<file path="src/rtl/inst_fetch_unit.sv">
// Instruction fetch stage: PC register, single-outstanding imem request FSM,
// and a small {pc, inst} FIFO toward decode with redirect-driven flush.
module inst_fetch_unit #(
   parameter logic [31:0] RESET_PC   = 32'h0000_0000,
   parameter int          FIFO_DEPTH = 2
) (
   input  logic        clk,
   input  logic        rstn,
   output logic        imem_req_valid,
   input  logic        imem_req_ready,
   output logic [31:0] imem_req_addr,
   input  logic        imem_rsp_valid,
   input  logic [31:0] imem_rsp_data,
   input  logic        redirect,
   input  logic [31:0] redirect_pc,
   output logic        inst_valid,
   input  logic        inst_ready,
   output logic [31:0] inst,
   output logic [31:0] inst_pc
);

   localparam int              AW      = $clog2(FIFO_DEPTH);
   localparam logic [AW:0]     DEPTH_C = (AW + 1)'(FIFO_DEPTH);

   typedef enum logic [1:0] {ST_REQ, ST_WAIT, ST_DROP} state_t;

   state_t          state_reg, state_next;
   logic [31:0]     pc_reg, pc_next;
   logic [31:0]     req_pc_reg;
   logic            started_reg;
   logic [AW-1:0]   wr_ptr_reg, rd_ptr_reg;
   logic [AW:0]     count_reg, count_next;
   logic [31:0]     entry_pc   [FIFO_DEPTH];
   logic [31:0]     entry_inst [FIFO_DEPTH];
   logic [31:0]     redirect_target;
   logic            req_fire, push, pop;

   // started_reg keeps the request low until the first edge after reset release
   assign imem_req_valid  = started_reg && (state_reg == ST_REQ) &&
                            (count_reg < DEPTH_C) && !redirect;
   assign imem_req_addr   = pc_reg;
   assign req_fire        = imem_req_valid && imem_req_ready;
   assign redirect_target = redirect_pc & 32'hFFFF_FFFC;

   assign push       = (state_reg == ST_WAIT) && imem_rsp_valid && !redirect;
   assign inst_valid = (count_reg != '0);
   assign pop        = inst_valid && inst_ready && !redirect;
   assign inst       = entry_inst[rd_ptr_reg];
   assign inst_pc    = entry_pc[rd_ptr_reg];

   always_comb begin
      state_next = state_reg;
      pc_next    = pc_reg;
      count_next = count_reg;
      case (state_reg)
         ST_REQ:  if (req_fire) state_next = ST_WAIT;
         ST_WAIT: begin
            if (imem_rsp_valid)  state_next = ST_REQ;
            else if (redirect)   state_next = ST_DROP;
         end
         ST_DROP: if (imem_rsp_valid) state_next = ST_REQ;
         default: state_next = ST_REQ;
      endcase
      if (redirect)      pc_next = redirect_target;
      else if (req_fire) pc_next = pc_reg + 32'd4;
      if (redirect)             count_next = '0;
      else if (push && !pop)    count_next = count_reg + 1'b1;
      else if (!push && pop)    count_next = count_reg - 1'b1;
   end

   always_ff @(posedge clk or negedge rstn) begin
      if (!rstn) begin
         state_reg   <= ST_REQ;
         pc_reg      <= RESET_PC;
         req_pc_reg  <= '0;
         started_reg <= 1'b0;
         count_reg   <= '0;
         wr_ptr_reg  <= '0;
         rd_ptr_reg  <= '0;
      end else begin
         state_reg   <= state_next;
         pc_reg      <= pc_next;
         started_reg <= 1'b1;
         count_reg   <= count_next;
         if (req_fire) req_pc_reg <= pc_reg;
         if (redirect) begin
            wr_ptr_reg <= '0;
            rd_ptr_reg <= '0;
         end else begin
            if (push) wr_ptr_reg <= wr_ptr_reg + 1'b1;
            if (pop)  rd_ptr_reg <= rd_ptr_reg + 1'b1;
         end
      end
   end

   for (genvar gi = 0; gi < FIFO_DEPTH; gi++) begin : g_entry
      logic [31:0] pc_q;
      logic [31:0] inst_q;
      always_ff @(posedge clk or negedge rstn) begin
         if (!rstn) begin
            pc_q   <= '0;
            inst_q <= '0;
         end else if (push && (wr_ptr_reg == AW'(gi))) begin
            pc_q   <= req_pc_reg;
            inst_q <= imem_rsp_data;
         end
      end
      assign entry_pc[gi]   = pc_q;
      assign entry_inst[gi] = inst_q;
   end

endmodule
</file>
<file path="config.mk">
export PLATFORM = sky130hd
export DESIGN_NAME = inst_fetch_unit
export DESIGN_NICKNAME = d
export VERILOG_FILES = /design/src/rtl/inst_fetch_unit.sv
export SDC_FILE = /design/constraint.sdc
export NUM_CORES = 1
export LEC_CHECK = 0
export ABC_AREA = 1
export BUFFER_PORTS_ARGS = -buffer_cell sky130_fd_sc_hd__buf_4
export CAP_MARGIN = 10
export CORE_MARGIN = 5
export CORE_UTILIZATION = 25
export DETAILED_ROUTE_END_ITERATION = 16
export SLEW_MARGIN = 20
export SYNTH_ARGS = -nofsm -noshare
export SYNTH_HDL_FRONTEND = slang
export SYNTH_SLANG_ARGS = --single-unit
</file>
<file path="constraint.sdc">
create_clock -name clk -period 1.9 [get_ports clk]
set_input_delay 0.19 -clock clk [delete_from_list [all_inputs] [get_ports clk]]
set_output_delay 0.19 -clock clk [all_outputs]
set_load 0.02 [all_outputs]
</file>
==> impl_metrics.json <==
{
  "clkTransAtPathRegs_ns": 0.08,
  "viasPerCell": 4.41,
  "gp_routability_congestion": 0.882,
  "final.min_clock_period_ns": 1.82,
  "worst_skew_pair.late_latency_ns": 0.45,
  "initial_drt_pass_iterations": 5,
  "netlist_top_cells_area": "sky130_fd_sc_hd__dfrtp_1 (53%), sky130_fd_sc_hd__nand2_1 (18%), sky130_fd_sc_hd__o21ai_0 (9.6%)",
  "power.static_leakage_uw": 0.00596,
  "maxCapViolCount": 0,
  "synthesis.instances": 1174,
  "flip_flop_count_of_the_largest_register_all_copies_and_words_added": 64,
  "power.density_nw_per_um2": 1240,
  "syn2layout_area_growth_pct": 31.6,
  "clock-root-buffer": "sky130_fd_sc_hd__clkbuf_16",
  "drt_wl_total_um": 26300,
  "globalRouteOverflowTotal": 0,
  "ys_seq_area_share_pct": 52.7,
  "vdd.ir_drop.worst_mv": 0.701,
  "async_reset_ff_share_pct": 100,
  "design_power_total_uw": 14800,
  "synthMuxAreaShare_pct": 0,
  "yosysTopAreaCellShare_pct": 52.7,
  "cp.buffers_inverters": 3,
  "io-pin-count": 168,
  "layout-drive-gt1-share_pct": 17.1,
  "chipWidth_um": 200,
  "cts.path.max_buffers": 2,
  "timing.clock.skew_ns": 0.0163,
  "reg2reg_slack_ns": 0.14,
  "critical_path.slowest_cell": "sky130_fd_sc_hd__dfrtp_1",
  "htree_levels": 4,
  "critPathCapture": "inst[7]",
  "worstPathCellList": "clkinv_2 > buf_6 > o21ai_0 > buf_4",
  "detail_route.iter0.violations": 485,
  "final_util_pct": 33.5,
  "number_of_global_route_vias_before_repair": 8000,
  "worstReg2RegStart": "imem_req_addr[3]$_DFFE_PN0P_",
  "gr-usage-all-layers_pct": 13.3,
  "reg2reg_end": "imem_req_addr[18]$_DFFE_PN0P_",
  "finalNetCount": 1442,
  "slew_violations": 0,
  "setup.worst_path.end_class": "output pin",
  "largest_register": "g_entry.inst_q",
  "antenna_found_initial": 1,
  "grt_start_max_net_pins": 65,
  "syn_area_um2": 9070,
  "detailroute.via_count": 8136,
  "placeableCoreArea_um2": 35700,
  "post-route-cell-area_um2": 11900,
  "timing.hold.ws_ns": 0.0359,
  "std_cell_rows": 69,
  "cts_sinks": 191,
  "fp.dieArea_um2": 40200,
  "required_ns": 1.71,
  "r2r_cells": 8,
  "final_cell_mix": "sky130_fd_sc_hd__nand2_1 (430), sky130_fd_sc_hd__dfrtp_1 (191), sky130_fd_sc_hd__buf_4 (177)",
  "drc": 0,
  "post_synth_fa_ha_maj_area_fraction_pct": 0.138,
  "clock_tree_from_tritoncts": "yes",
  "reg.largest.list": "g_entry.inst_q (64), g_entry.pc_q (60)",
  "synth_top_family_by_area": "simple AND/OR/NAND/NOR gates",
  "synth.yosys.warnings": 0,
  "synthXorXnorAreaFrac_pct": 0.483,
  "ys_types": 31,
  "critPathMaxStageDelay_ns": 0.35,
  "cp_num_cells": 4,
  "crit_arrival_ns": 1.63,
  "timing_hold_violations_final": 0,
  "cp-start-kind": "register",
  "fillerInstances": 3734,
  "fin_ws_ns": 0.0801,
  "min-delay-path-class": "input port to register",
  "cp_max_fo": 38,
  "chipHeight_um": 200,
  "worstSetupStartpoint": "rd_ptr_reg$_DFFE_PN0P_",
  "cts_made_buffers": 17,
  "netlist.top_cell.by_area": "sky130_fd_sc_hd__dfrtp_1",
  "synth_enable_flop_cells": 0,
  "area_fraction_in_compound_gates_after_synthesis_pct": 10.5,
  "setup_viol_count_final": 0,
  "dominantRegCellSynth": "sky130_fd_sc_hd__dfrtp_1",
  "wire_per_inst_um": 14.3,
  "rsz0062_at_grt": "yes",
  "initial_core_util_pct": 25.4,
  "tcrit_tclk_final_pct": 95.8,
  "critical_path_class": "register to output pin",
  "inserted_diodes": 0,
  "synthSimpleGateAreaFrac_pct": 27.1,
  "run_status": "finished clean",
  "final_common_cell": "sky130_fd_sc_hd__nand2_1",
  "placed_area_um2": 10800,
  "route.antenna.remaining_nets": 0,
  "grt_first_pass_wirelength_um": 43300,
  "dpl.hpwl_um": 18500,
  "cpLargestDelayFamily": "buffers and inverters",
  "post_synth.cell_area_avg_um2": 7.72,
  "pre_cts_slack_ns": 0.138,
  "port_buffers": 161,
  "synth-seq-cells": 191,
  "fmax_mhz": 549
}
area by class of cell:
| cell class | instances | area (um^2) | area share, % |
|---|---|---|---|
| flip-flops and latches | 191 | 4780 | 40.1 |
| repair buffers | 238 | 2030 | 17.0 |
| inverters | 124 | 470 | 3.94 |
| well taps | 461 | 577 | 4.83 |
| clock buffers | 18 | 429 | 3.60 |
| clock inverters | 14 | 143 | 1.20 |
| multi-input cells | 799 | 3500 | 29.3 |
layer usage:
metal  wire length (um)  track usage [%]  vias up
met5                  7                0        -
met4                267             3.24        2
met3               1470             3.42       19
met2              12100             21.0      217
met1              12500             18.2     3816
li1                   -                -     4082
worst reg2reg max path, cell delays in order (launching register included):
cell and delay, ns:
sky130_fd_sc_hd__dfrtp_1 0.43, sky130_fd_sc_hd__ha_1 0.19, sky130_fd_sc_hd__nand2_1 0.09, sky130_fd_sc_hd__nor2_1 0.13, sky130_fd_sc_hd__nand2_1 0.18, sky130_fd_sc_hd__nor2_1 0.36
sky130_fd_sc_hd__nand2_1 0.09, sky130_fd_sc_hd__nand3_1 0.10, sky130_fd_sc_hd__nand3_1 0.08
worst min-delay path by stage:
stage                               start                                 to  slack [ns]  depth (start not counted)
after detailed placement             rstn  g_entry[1].inst_q[17]$_DFFE_PN0P_        0.17                          1
after CTS                 redirect_pc[26]      imem_req_addr[26]$_DFFE_PN0P_       0.004                          5
final                     redirect_pc[21]      imem_req_addr[21]$_DFFE_PN0P_        0.04                          5
after global placement               rstn  g_entry[1].inst_q[18]$_DFFE_PN0P_        0.16                          1
after floorplan                      rstn           count_reg[0]$_DFFE_PN0P_       -0.11                          0
after global routing      redirect_pc[20]      imem_req_addr[20]$_DFFE_PN0P_        0.04                          5
logic make-up (layout without fill, tap and decap cells):
kind of cell               Yosys count  in the layout
AOI/OAI and AO/OA                  189            189
xor gates and xnor gates             5              5
adders and majority gates            1              1
buffers and inverters              187            394
DFF                                191            191
other                                2              5
and+or+nand+nor                    599            599
cell usage after synthesis, types with 3 or more instances:
cell type,number
sky130_fd_sc_hd__buf_4,10
sky130_fd_sc_hd__buf_2,10
sky130_fd_sc_hd__nor2_1,44
sky130_fd_sc_hd__buf_6,8
sky130_fd_sc_hd__inv_1,119
sky130_fd_sc_hd__xor2_1,3
sky130_fd_sc_hd__o21ai_0,174
sky130_fd_sc_hd__dfrtp_1,191
sky130_fd_sc_hd__clkbuf_1,34
sky130_fd_sc_hd__nand2_1,431
sky130_fd_sc_hd__nand3_1,113
sky130_fd_sc_hd__nor2_4,3
sky130_fd_sc_hd__o21ai_1,12
report_power, final:
part           switching, uW  internal (uW)
clock network           1780           1750
registers                762           5210
logic                   3170           2080
per-stage QoR:
| step | std cells | setup TNS, ns |
|---|---|---|
| floorplan | 1177 | 0 |
| global placement | 1763 | 0 |
| detailed placement | 1763 | 0 |
| CTS | 1845 | 0 |
| global route | 1845 | -0.00691 |
| finish | 1845 | 0 |
timing repair:
action / 4_1_cts / 5_1_grt
gates resized for setup: 8 / 6
pin swaps: 0 / 0
hold buffers: 50 / 0
setup endpoints to repair: 8 / 20
setup buffers: 0 / 0
endpoints found under the hold margin: 121 / 0
Power figures use the tool's default switching activity.
